## src/rtl/enemy_tiros_pkg.sv

```systemverilog
// Shared screen, player and default enemy/bullet geometry for the enemy bullet block.
// Coordinates are handled in 12-bit unsigned so spawn and overlap sums never wrap.
package enemy_tiros_pkg;

    localparam int TELA_L    = 640;
    localparam int TELA_A    = 480;

    localparam int JOGADOR_Y = 440;
    localparam int JOGADOR_L = 32;
    localparam int JOGADOR_A = 16;

    localparam int DEF_LINHAS          = 4;
    localparam int DEF_COLUNAS         = 8;
    localparam int DEF_N_TIROS         = 4;
    localparam int DEF_ESP_X           = 32;
    localparam int DEF_ESP_Y           = 24;
    localparam int DEF_INIMIGO_L       = 16;
    localparam int DEF_INIMIGO_A       = 16;
    localparam int DEF_TIRO_L          = 2;
    localparam int DEF_TIRO_A          = 8;
    localparam int DEF_VEL             = 2;
    localparam int DEF_DISPARO_PERIODO = 50000000;
    localparam int DEF_MOVE_PERIODO    = 250000;

    typedef logic [11:0] coord_t;

    // Closed intervals [a_lo, a_hi] and [b_lo, b_hi] share at least one pixel.
    function automatic logic spans_overlap(input coord_t a_lo, input coord_t a_hi,
                                           input coord_t b_lo, input coord_t b_hi);
        return (a_lo <= b_hi) && (b_lo <= a_hi);
    endfunction

endpackage

```

## src/rtl/enemy_tiros_if.sv

```systemverilog
// Engine/renderer-facing bundle of the enemy bullet block.
interface enemy_tiros_if
    import enemy_tiros_pkg::*;
#(
    parameter int LINHAS  = DEF_LINHAS,
    parameter int COLUNAS = DEF_COLUNAS,
    parameter int N_TIROS = DEF_N_TIROS
);
    logic [5:0]                ID_enemy_tiro_X;
    logic [5:0]                ID_enemy_tiro_Y;
    logic [LINHAS*COLUNAS-1:0] enemy_vivos;
    logic [9:0]                grid_x;
    logic [9:0]                grid_y;
    logic [9:0]                jogador_x;
    logic [1:0]                estado_jogo;
    logic [N_TIROS-1:0]        tiro_ativo;
    logic [N_TIROS*10-1:0]     tiro_x;
    logic [N_TIROS*10-1:0]     tiro_y;
    logic                      jogador_vivo;
    logic                      jogador_atingido;

    modport master (
        output ID_enemy_tiro_X, ID_enemy_tiro_Y, enemy_vivos, grid_x, grid_y,
               jogador_x, estado_jogo,
        input  tiro_ativo, tiro_x, tiro_y, jogador_vivo, jogador_atingido
    );

    modport slave (
        input  ID_enemy_tiro_X, ID_enemy_tiro_Y, enemy_vivos, grid_x, grid_y,
               jogador_x, estado_jogo,
        output tiro_ativo, tiro_x, tiro_y, jogador_vivo, jogador_atingido
    );

endinterface

```

## src/rtl/enemy_tiros_tiro_slot.sv

```systemverilog
// One enemy bullet slot: position registers, load/move/despawn and player overlap.
module tiro_slot
    import enemy_tiros_pkg::*;
#(
    parameter int TIRO_L = DEF_TIRO_L,
    parameter int TIRO_A = DEF_TIRO_A,
    parameter int VEL    = DEF_VEL
) (
    input  logic       clk,
    input  logic       reset,
    input  logic       restart,
    input  logic       load,
    input  logic       move,
    input  logic [9:0] load_x,
    input  logic [9:0] load_y,
    input  logic [9:0] jogador_x,
    output logic       active,
    output logic [9:0] x,
    output logic [9:0] y,
    output logic       hit
);

    coord_t y_moved;
    logic   overlap;

    assign y_moved = coord_t'(y) + coord_t'(VEL);

    assign overlap =
        spans_overlap(coord_t'(x), coord_t'(x) + coord_t'(TIRO_L - 1),
                      coord_t'(jogador_x), coord_t'(jogador_x) + coord_t'(JOGADOR_L - 1)) &&
        spans_overlap(coord_t'(y), coord_t'(y) + coord_t'(TIRO_A - 1),
                      coord_t'(JOGADOR_Y), coord_t'(JOGADOR_Y + JOGADOR_A - 1));

    assign hit = active && overlap;

    // A hit clears the slot without moving it; a despawned slot keeps its last position.
    always_ff @(posedge clk or posedge reset) begin
        if (reset) begin
            active <= 1'b0;
            x      <= '0;
            y      <= '0;
        end else if (restart) begin
            active <= 1'b0;
            x      <= '0;
            y      <= '0;
        end else if (hit) begin
            active <= 1'b0;
        end else if (load) begin
            active <= 1'b1;
            x      <= load_x;
            y      <= load_y;
        end else if (move && active) begin
            if (y_moved >= coord_t'(TELA_A))
                active <= 1'b0;
            else
                y <= y_moved[9:0];
        end
    end

endmodule

```

## src/rtl/enemy_tiros.sv

```systemverilog
// Enemy bullet manager: periodic spawn under the selected shooter, descent,
// bottom-edge despawn and player hit detection.
module enemy_tiros
    import enemy_tiros_pkg::*;
#(
    parameter int LINHAS          = DEF_LINHAS,
    parameter int COLUNAS         = DEF_COLUNAS,
    parameter int N_TIROS         = DEF_N_TIROS,
    parameter int ESP_X           = DEF_ESP_X,
    parameter int ESP_Y           = DEF_ESP_Y,
    parameter int INIMIGO_L       = DEF_INIMIGO_L,
    parameter int INIMIGO_A       = DEF_INIMIGO_A,
    parameter int TIRO_L          = DEF_TIRO_L,
    parameter int TIRO_A          = DEF_TIRO_A,
    parameter int VEL             = DEF_VEL,
    parameter int DISPARO_PERIODO = DEF_DISPARO_PERIODO,
    parameter int MOVE_PERIODO    = DEF_MOVE_PERIODO
) (
    input logic          clk,
    input logic          reset,
    input logic          restart,
    enemy_tiros_if.slave bus
);

    localparam int N_INIMIGOS = LINHAS * COLUNAS;
    localparam int DW = (DISPARO_PERIODO > 1) ? $clog2(DISPARO_PERIODO) : 1;
    localparam int MW = (MOVE_PERIODO > 1) ? $clog2(MOVE_PERIODO) : 1;
    localparam int SW = (N_TIROS > 1) ? $clog2(N_TIROS) : 1;

    logic [DW-1:0]      cnt_disparo;
    logic [MW-1:0]      cnt_move;
    logic               run, spawn_wrap, move_wrap;
    logic               jogador_vivo, jogador_atingido;
    logic [N_TIROS-1:0] active, hit, load;
    logic [9:0]         slot_x [N_TIROS];
    logic [9:0]         slot_y [N_TIROS];
    logic [15:0]        row_base, col;
    coord_t             spawn_x, spawn_y;
    logic               shooter_ok, pos_ok, spawn_ok, free_found;
    logic [SW-1:0]      free_idx;

    assign run        = (bus.estado_jogo == 2'd1) && jogador_vivo;
    assign spawn_wrap = run && (cnt_disparo == DW'(DISPARO_PERIODO - 1));
    assign move_wrap  = run && (cnt_move == MW'(MOVE_PERIODO - 1));

    always_ff @(posedge clk or posedge reset) begin
        if (reset) begin
            cnt_disparo <= '0;
            cnt_move    <= '0;
        end else if (restart) begin
            cnt_disparo <= '0;
            cnt_move    <= '0;
        end else if (run) begin
            cnt_disparo <= spawn_wrap ? '0 : cnt_disparo + 1'b1;
            cnt_move    <= move_wrap ? '0 : cnt_move + 1'b1;
        end
    end

    // The column is only meaningful when the linear index really falls in the given row.
    assign row_base   = 16'(bus.ID_enemy_tiro_Y) * 16'(COLUNAS);
    assign col        = 16'(bus.ID_enemy_tiro_X) - row_base;
    assign shooter_ok = (int'(bus.ID_enemy_tiro_X) < N_INIMIGOS) &&
                        (|(bus.enemy_vivos & (N_INIMIGOS'(1) << bus.ID_enemy_tiro_X))) &&
                        (int'(bus.ID_enemy_tiro_Y) < LINHAS) &&
                        (16'(bus.ID_enemy_tiro_X) >= row_base) &&
                        (col < 16'(COLUNAS));

    assign spawn_x = coord_t'(bus.grid_x) + coord_t'(col) * coord_t'(ESP_X)
                   + coord_t'((INIMIGO_L - TIRO_L) / 2);
    assign spawn_y = coord_t'(bus.grid_y) + coord_t'(bus.ID_enemy_tiro_Y) * coord_t'(ESP_Y)
                   + coord_t'(INIMIGO_A);
    assign pos_ok  = (spawn_x < coord_t'(TELA_L)) && (spawn_y < coord_t'(TELA_A));

    assign spawn_ok = spawn_wrap && shooter_ok && pos_ok && free_found;

    // Uses registered flags, so a slot freed this cycle is only reusable next cycle.
    always_comb begin
        free_found = 1'b0;
        free_idx   = '0;
        for (int i = 0; i < N_TIROS; i++) begin
            if (!active[i] && !free_found) begin
                free_found = 1'b1;
                free_idx   = SW'(i);
            end
        end
    end

    for (genvar g = 0; g < N_TIROS; g++) begin : g_slot
        assign load[g] = spawn_ok && (free_idx == SW'(g));

        tiro_slot #(
            .TIRO_L (TIRO_L),
            .TIRO_A (TIRO_A),
            .VEL    (VEL)
        ) u_slot (
            .clk       (clk),
            .reset     (reset),
            .restart   (restart),
            .load      (load[g]),
            .move      (move_wrap),
            .load_x    (spawn_x[9:0]),
            .load_y    (spawn_y[9:0]),
            .jogador_x (bus.jogador_x),
            .active    (active[g]),
            .x         (slot_x[g]),
            .y         (slot_y[g]),
            .hit       (hit[g])
        );

        assign bus.tiro_x[10*g +: 10] = slot_x[g];
        assign bus.tiro_y[10*g +: 10] = slot_y[g];
    end

    // Death is sticky; the pulse marks only the alive-to-dead transition.
    always_ff @(posedge clk or posedge reset) begin
        if (reset) begin
            jogador_vivo     <= 1'b1;
            jogador_atingido <= 1'b0;
        end else if (restart) begin
            jogador_vivo     <= 1'b1;
            jogador_atingido <= 1'b0;
        end else begin
            jogador_atingido <= jogador_vivo && (|hit);
            if (|hit)
                jogador_vivo <= 1'b0;
        end
    end

    assign bus.tiro_ativo       = active;
    assign bus.jogador_vivo     = jogador_vivo;
    assign bus.jogador_atingido = jogador_atingido;

endmodule

```

## src/flat_wrapper.sv

```systemverilog
// flat-port wrapper written by rule: the top's interface ports become plain ports
module enemy_tiros_flat import enemy_tiros_pkg::*;
#(
    parameter int LINHAS          = DEF_LINHAS,
    parameter int COLUNAS         = DEF_COLUNAS,
    parameter int N_TIROS         = DEF_N_TIROS,
    parameter int ESP_X           = DEF_ESP_X,
    parameter int ESP_Y           = DEF_ESP_Y,
    parameter int INIMIGO_L       = DEF_INIMIGO_L,
    parameter int INIMIGO_A       = DEF_INIMIGO_A,
    parameter int TIRO_L          = DEF_TIRO_L,
    parameter int TIRO_A          = DEF_TIRO_A,
    parameter int VEL             = DEF_VEL,
    parameter int DISPARO_PERIODO = DEF_DISPARO_PERIODO,
    parameter int MOVE_PERIODO    = DEF_MOVE_PERIODO
)
  (clk, reset, restart, bus_ID_enemy_tiro_X, bus_ID_enemy_tiro_Y, bus_enemy_vivos, bus_grid_x, bus_grid_y, bus_jogador_x, bus_estado_jogo, bus_tiro_ativo, bus_tiro_x, bus_tiro_y, bus_jogador_vivo, bus_jogador_atingido);
  enemy_tiros_if #(.LINHAS(LINHAS), .COLUNAS(COLUNAS), .N_TIROS(N_TIROS)) bus_i ();
  input logic clk;
  input logic reset;
  input logic restart;
  input wire logic [$bits(bus_i.ID_enemy_tiro_X)-1:0] bus_ID_enemy_tiro_X;
  input wire logic [$bits(bus_i.ID_enemy_tiro_Y)-1:0] bus_ID_enemy_tiro_Y;
  input wire logic [$bits(bus_i.enemy_vivos)-1:0] bus_enemy_vivos;
  input wire logic [$bits(bus_i.grid_x)-1:0] bus_grid_x;
  input wire logic [$bits(bus_i.grid_y)-1:0] bus_grid_y;
  input wire logic [$bits(bus_i.jogador_x)-1:0] bus_jogador_x;
  input wire logic [$bits(bus_i.estado_jogo)-1:0] bus_estado_jogo;
  output wire logic [$bits(bus_i.tiro_ativo)-1:0] bus_tiro_ativo;
  output wire logic [$bits(bus_i.tiro_x)-1:0] bus_tiro_x;
  output wire logic [$bits(bus_i.tiro_y)-1:0] bus_tiro_y;
  output wire logic [$bits(bus_i.jogador_vivo)-1:0] bus_jogador_vivo;
  output wire logic [$bits(bus_i.jogador_atingido)-1:0] bus_jogador_atingido;
  assign bus_i.ID_enemy_tiro_X = bus_ID_enemy_tiro_X;
  assign bus_i.ID_enemy_tiro_Y = bus_ID_enemy_tiro_Y;
  assign bus_i.enemy_vivos = bus_enemy_vivos;
  assign bus_i.grid_x = bus_grid_x;
  assign bus_i.grid_y = bus_grid_y;
  assign bus_i.jogador_x = bus_jogador_x;
  assign bus_i.estado_jogo = bus_estado_jogo;
  assign bus_tiro_ativo = bus_i.tiro_ativo;
  assign bus_tiro_x = bus_i.tiro_x;
  assign bus_tiro_y = bus_i.tiro_y;
  assign bus_jogador_vivo = bus_i.jogador_vivo;
  assign bus_jogador_atingido = bus_i.jogador_atingido;
  enemy_tiros #(.LINHAS(LINHAS), .COLUNAS(COLUNAS), .N_TIROS(N_TIROS), .ESP_X(ESP_X), .ESP_Y(ESP_Y), .INIMIGO_L(INIMIGO_L), .INIMIGO_A(INIMIGO_A), .TIRO_L(TIRO_L), .TIRO_A(TIRO_A), .VEL(VEL), .DISPARO_PERIODO(DISPARO_PERIODO), .MOVE_PERIODO(MOVE_PERIODO)) u_core (.clk(clk), .reset(reset), .restart(restart), .bus(bus_i));
endmodule
```

## config.mk

```make
export PLATFORM = sky130hd
export DESIGN_NAME = enemy_tiros_flat
export DESIGN_NICKNAME = d
export VERILOG_FILES = /design/src/rtl/enemy_tiros_pkg.sv /design/src/rtl/enemy_tiros_if.sv /design/src/rtl/enemy_tiros_tiro_slot.sv /design/src/rtl/enemy_tiros.sv /design/src/flat_wrapper.sv
export SDC_FILE = /design/constraint.sdc
export NUM_CORES = 1
export LEC_CHECK = 0
export ABC_AREA = 1
export BUFFER_PORTS_ARGS = -buffer_cell sky130_fd_sc_hd__buf_2
export CAP_MARGIN = 20
export CORE_MARGIN = 2
export CORE_UTILIZATION = 45
export CTS_BUF_LIST = sky130_fd_sc_hd__clkbuf_4
export DETAILED_ROUTE_END_ITERATION = 7
export PLACE_DENSITY = 0.61
export SETUP_SLACK_MARGIN = 0.02
export SYNTH_ARGS = -nofsm -noshare
export SYNTH_HDL_FRONTEND = slang
export SYNTH_SLANG_ARGS = --single-unit
```

## constraint.sdc

```tcl
create_clock -name clk -period 5.5 [get_ports clk]
set_clock_uncertainty 0.2 [all_clocks]
set_input_delay 0.825 -clock clk [delete_from_list [all_inputs] [get_ports clk]]
set_output_delay 0.825 -clock clk [all_outputs]
set_load 0.03 [all_outputs]
```

==> impl_metrics.yaml <==
sta:
  holdWs_ns: 0.2884
  maxClockFrequency_ghz: 0.2220
  post-route-period-util: 0.8188
  max-slew-margin-rel: 0.3886
  timing_max_transition_violations_final: 0
  final.setup.tns_ns: 0
  timing.final.crit_period_ns: 4.504
  finalSetupViolCount: 0
  unrepaired_setup_endpoints_after_global_routing: "no"
  worst-slew-pin-transition_ns: 0.9138
  report.final.hold_viol_count: 0
synth:
  postSynth.asyncResetShare: 1.000
  dominantRegCellSynth: "sky130_fd_sc_hd__dfrtp_1"
  synthesis.instances: 1850
  synthesis.area_mm2: 0.01267
  main_combinational_cell_family_by_area_after_synthesis: "simple AND/OR/NAND/NOR gates"
  synth_cell_type_count: 58
  synth_compound_area_frac: 0.09394
  synth-seq-area-share: 0.2569
  synth.area.mux_share: 0.0007903
  synthXorXnorAreaFrac: 0.05463
  synth_edf_count: 0
  synth_adder_area_share: 0.1401
  syn_area_per_cell_um2: 6.846
  yosys_register_bits: 130
  yosys_warnings: 0
  synth.net_count: 2069
  yosys.area_share.simple: 0.3595
pwr:
  worst_ir_drop_vdd_uv: 130.2
  power-per-cell-area_mw_per_mm2: 199.2
  leakage_nw: 7.210
die:
  top_level_ports: 165
  die-width_um: 171.8
  placeable_area_mm2: 0.02778
  start_util: 0.4559
  floorplan.die_area_mm2: 0.02950
  num_rows: 61
  height_of_the_chip_um: 171.8
placed_design:
  detailed_place_hpwl_um: 30500
  portBuffers: 164
  gpl.final_weighted_congestion: 0.9113
clock_network:
  numCtsBuffers: 17
  clk_path_buf_depth: 2
  clock_tree.root_cell: "sky130_fd_sc_hd__clkbuf_4"
  cts_tree: "built"
  clk_pin_slew_ns: 0.13
  post_cts_hold_buffer_count: 0
  number_of_clock_sinks: 130
  clock_tree.htree_level_count: 4
  clock_insertion_delay_worst_skew_ns: 0.56
  ctsResizeCount: 0
  post_cts_buffers: 0
route:
  total_via_count_in_the_routed_design: 12920
  drtAntennaViolNets: 0
  remaining_drc_errors: 0
  initialDrtViolationCount: 798
  post_drt_wl_per_cell_um: 16.35
  first_pass_iters: 5
  routed_wl_um: 39090
  viasPerCell: 5.404
worst_setup_path:
  critical_path_endpoint_category: "flop"
  critical_path.startpoint_type: "input pin"
  worst-endpoint-required_ns: 5.80
  crit_type: "input pin to flop"
  path_max_fanout: 19
  timing.critical_path.arrival_ns: 4.80
run:
  drv_cap: 0
global_routing:
  first_global_vias: 12100
  number_of_antenna_violations_at_the_first_check_in_global_routing: 3
  grt_remaining_overflow: 0
  grt_pass1_wl_um: 62290
  groute.usage.overall: 0.2688
  grt_max_degree: 107
cells_and_area:
  post_route_cells_drive_above_1_share: 0.1213
  num-nets-final: 2217
  syn_to_final_growth_pct: 12.00
worst_hold_path:
  min_path_type: "input pin to flop"
run_status:
  status: "complete, no violations"
synthesized netlist by cell type (all sizes together) (3+ instances only):
cell    instances  area [µm²]
nand2         451        1780
inv           245       922.1
nand3         192       985.9
nor2          176       690.7
ha            137        1714
dfrtp         129        3228
nand4          99       625.6
a21oi          85       429.2
o21ai          67       335.3
xor2           54       473.0
nor3           44       225.2
buf            35       221.5
xnor2          25       219.0
clkbuf         12       45.04
nor4           12       75.07
o31ai          12       90.09
nand3b         11       82.58
a31oi          10       62.56
o21a            7       52.55
a211oi          5       37.54
o211ai          4       30.03
o22ai           4       25.02
a221oi          3       26.28
fa              3       60.06
nor3b           3       22.52
or2             3       18.77
report_power, final:
group,switching [mW],leakage (nW),total [mW],internal (mW)
combinational,0.617,5.26,0.922,0.305
clock,0.423,0.179,0.834,0.411
sequential,0.0762,1.77,1.07,0.993
cells by family after synthesis:
logic type,after synthesis
AO/OA/AOI/OAI,209
XOR/XNOR,79
adder cells (fa/ha/maj),140
buffers and inverters,293
flip-flops,130
multiplexers,1
AND/OR/NAND/NOR,998
worst max-delay path: stages:
cell and delay [ns]:
sky130_fd_sc_hd__buf_2 0.12, sky130_fd_sc_hd__inv_1 0.10, sky130_fd_sc_hd__ha_1 0.37, sky130_fd_sc_hd__nand3_1 0.09, sky130_fd_sc_hd__nand3_1 0.13, sky130_fd_sc_hd__xor2_1 0.16, sky130_fd_sc_hd__inv_1 0.06, sky130_fd_sc_hd__ha_1 0.28
sky130_fd_sc_hd__ha_1 0.37, sky130_fd_sc_hd__a21oi_1 0.24, sky130_fd_sc_hd__nand3b_1 0.11, sky130_fd_sc_hd__nand2_1 0.14, sky130_fd_sc_hd__inv_2 0.07, sky130_fd_sc_hd__nand3_1 0.13, sky130_fd_sc_hd__inv_1 0.05, sky130_fd_sc_hd__nor2_1 0.16
sky130_fd_sc_hd__nand4_2 0.13, sky130_fd_sc_hd__nor2_4 0.41, sky130_fd_sc_hd__nand2_4 0.18, sky130_fd_sc_hd__nand2_4 0.20, sky130_fd_sc_hd__inv_2 0.14, sky130_fd_sc_hd__nand2_2 0.19, sky130_fd_sc_hd__nand2_1 0.08, sky130_fd_sc_hd__nand2_1 0.06
stage by stage:
step,worst slack (ns),util,cell area [µm²],power [mW],instances
3_5_place_dp,0.4767,0.4962,13790,2.002,2355
4_1_cts,1.067,0.5091,14140,2.842,2387
2_1_floorplan,1.007,-,12670,1.709,1850
3_3_place_gp,0.5227,0.4962,13790,1.985,2355
6_report,0.9963,0.5106,14190,2.826,2391
5_1_grt,0.6244,0.5106,14190,3.013,2391
registers in the layout (all words and copies together), names as in the netlist:
signal	count
u_core.g_slot.u_slot.x	40
u_core.g_slot.u_slot.y	40
u_core.cnt_disparo	26
u_core.cnt_move	18
u_core.g_slot.u_slot.active	4
u_core.bus.jogador_atingido	1
u_core.bus.jogador_vivo	1
placed cells by master, fill, tap and decap left out, types with 7 or more instances in the layout:
master | Yosys | final
sky130_fd_sc_hd__nand2_1 | 442 | 442
sky130_fd_sc_hd__inv_1 | 234 | 233
sky130_fd_sc_hd__nand3_1 | 187 | 187
sky130_fd_sc_hd__nor2_1 | 170 | 170
sky130_fd_sc_hd__buf_2 | 17 | 164
sky130_fd_sc_hd__ha_1 | 137 | 137
sky130_fd_sc_hd__dfrtp_1 | 129 | 129
sky130_fd_sc_hd__nand4_1 | 98 | 98
sky130_fd_sc_hd__a21oi_1 | 84 | 84
sky130_fd_sc_hd__o21ai_0 | 63 | 63
sky130_fd_sc_hd__xor2_1 | 54 | 54
sky130_fd_sc_hd__nor3_1 | 43 | 43
sky130_fd_sc_hd__xnor2_1 | 25 | 25
sky130_fd_sc_hd__clkbuf_4 | 0 | 17
sky130_fd_sc_hd__nor4_1 | 12 | 12
sky130_fd_sc_hd__o31ai_1 | 12 | 12
sky130_fd_sc_hd__nand3b_1 | 11 | 11
sky130_fd_sc_hd__inv_2 | 10 | 10
sky130_fd_sc_hd__a31oi_1 | 10 | 10
sky130_fd_sc_hd__buf_4 | 8 | 9
sky130_fd_sc_hd__o21a_1 | 7 | 7
area by class of cell:
cell class                 count  area (µm²)
fill                        2878       13600
multi-input combinational   1427        8219
sequential                   130        3254
timing repair buffer         176       945.9
inverter                     246       930.9
tap                          378       473.0
clock inverter                15       230.2
clock buffer                  17       127.6
antenna                        2       5.005
metal layers:
layer	GRT usage	routed length (µm)	vias up
li1	-	-	6492
met1	0.3452	17310	5974
met2	0.4622	18560	393
met3	0.03751	2083	62
met4	0.09463	1131	0
met5	0	0	-
final timing paths:
check | slack (ns) | startpoint | cells after the start | to
worst min-delay path | 0.29 | bus_grid_x[0] | 2 | u_core.g_slot[0].u_slot.x[0]$_DFFE_PP0P_
min in group asynchronous | 0.55 | reset | 3 | u_core.cnt_disparo[4]$_DFFE_PP0P_
worst max-delay path | 1.0 | bus_ID_enemy_tiro_Y[3] | 24 | u_core.g_slot[3].u_slot.y[1]$_DFFE_PP0P_
worst min register to register | 0.33 | u_core.cnt_move[0]$_DFFE_PP0P_ | 1 | u_core.cnt_move[0]$_DFFE_PP0P_
max in group asynchronous | 3.47 | reset | 5 | u_core.g_slot[1].u_slot.x[3]$_DFFE_PP0P_
worst max register to register | 1.79 | u_core.g_slot[1].u_slot.x[2]$_DFFE_PP0P_ | 17 | u_core.g_slot[1].u_slot.y[7]$_DFFE_PP0P_
Power figures use the tool's default switching activity.
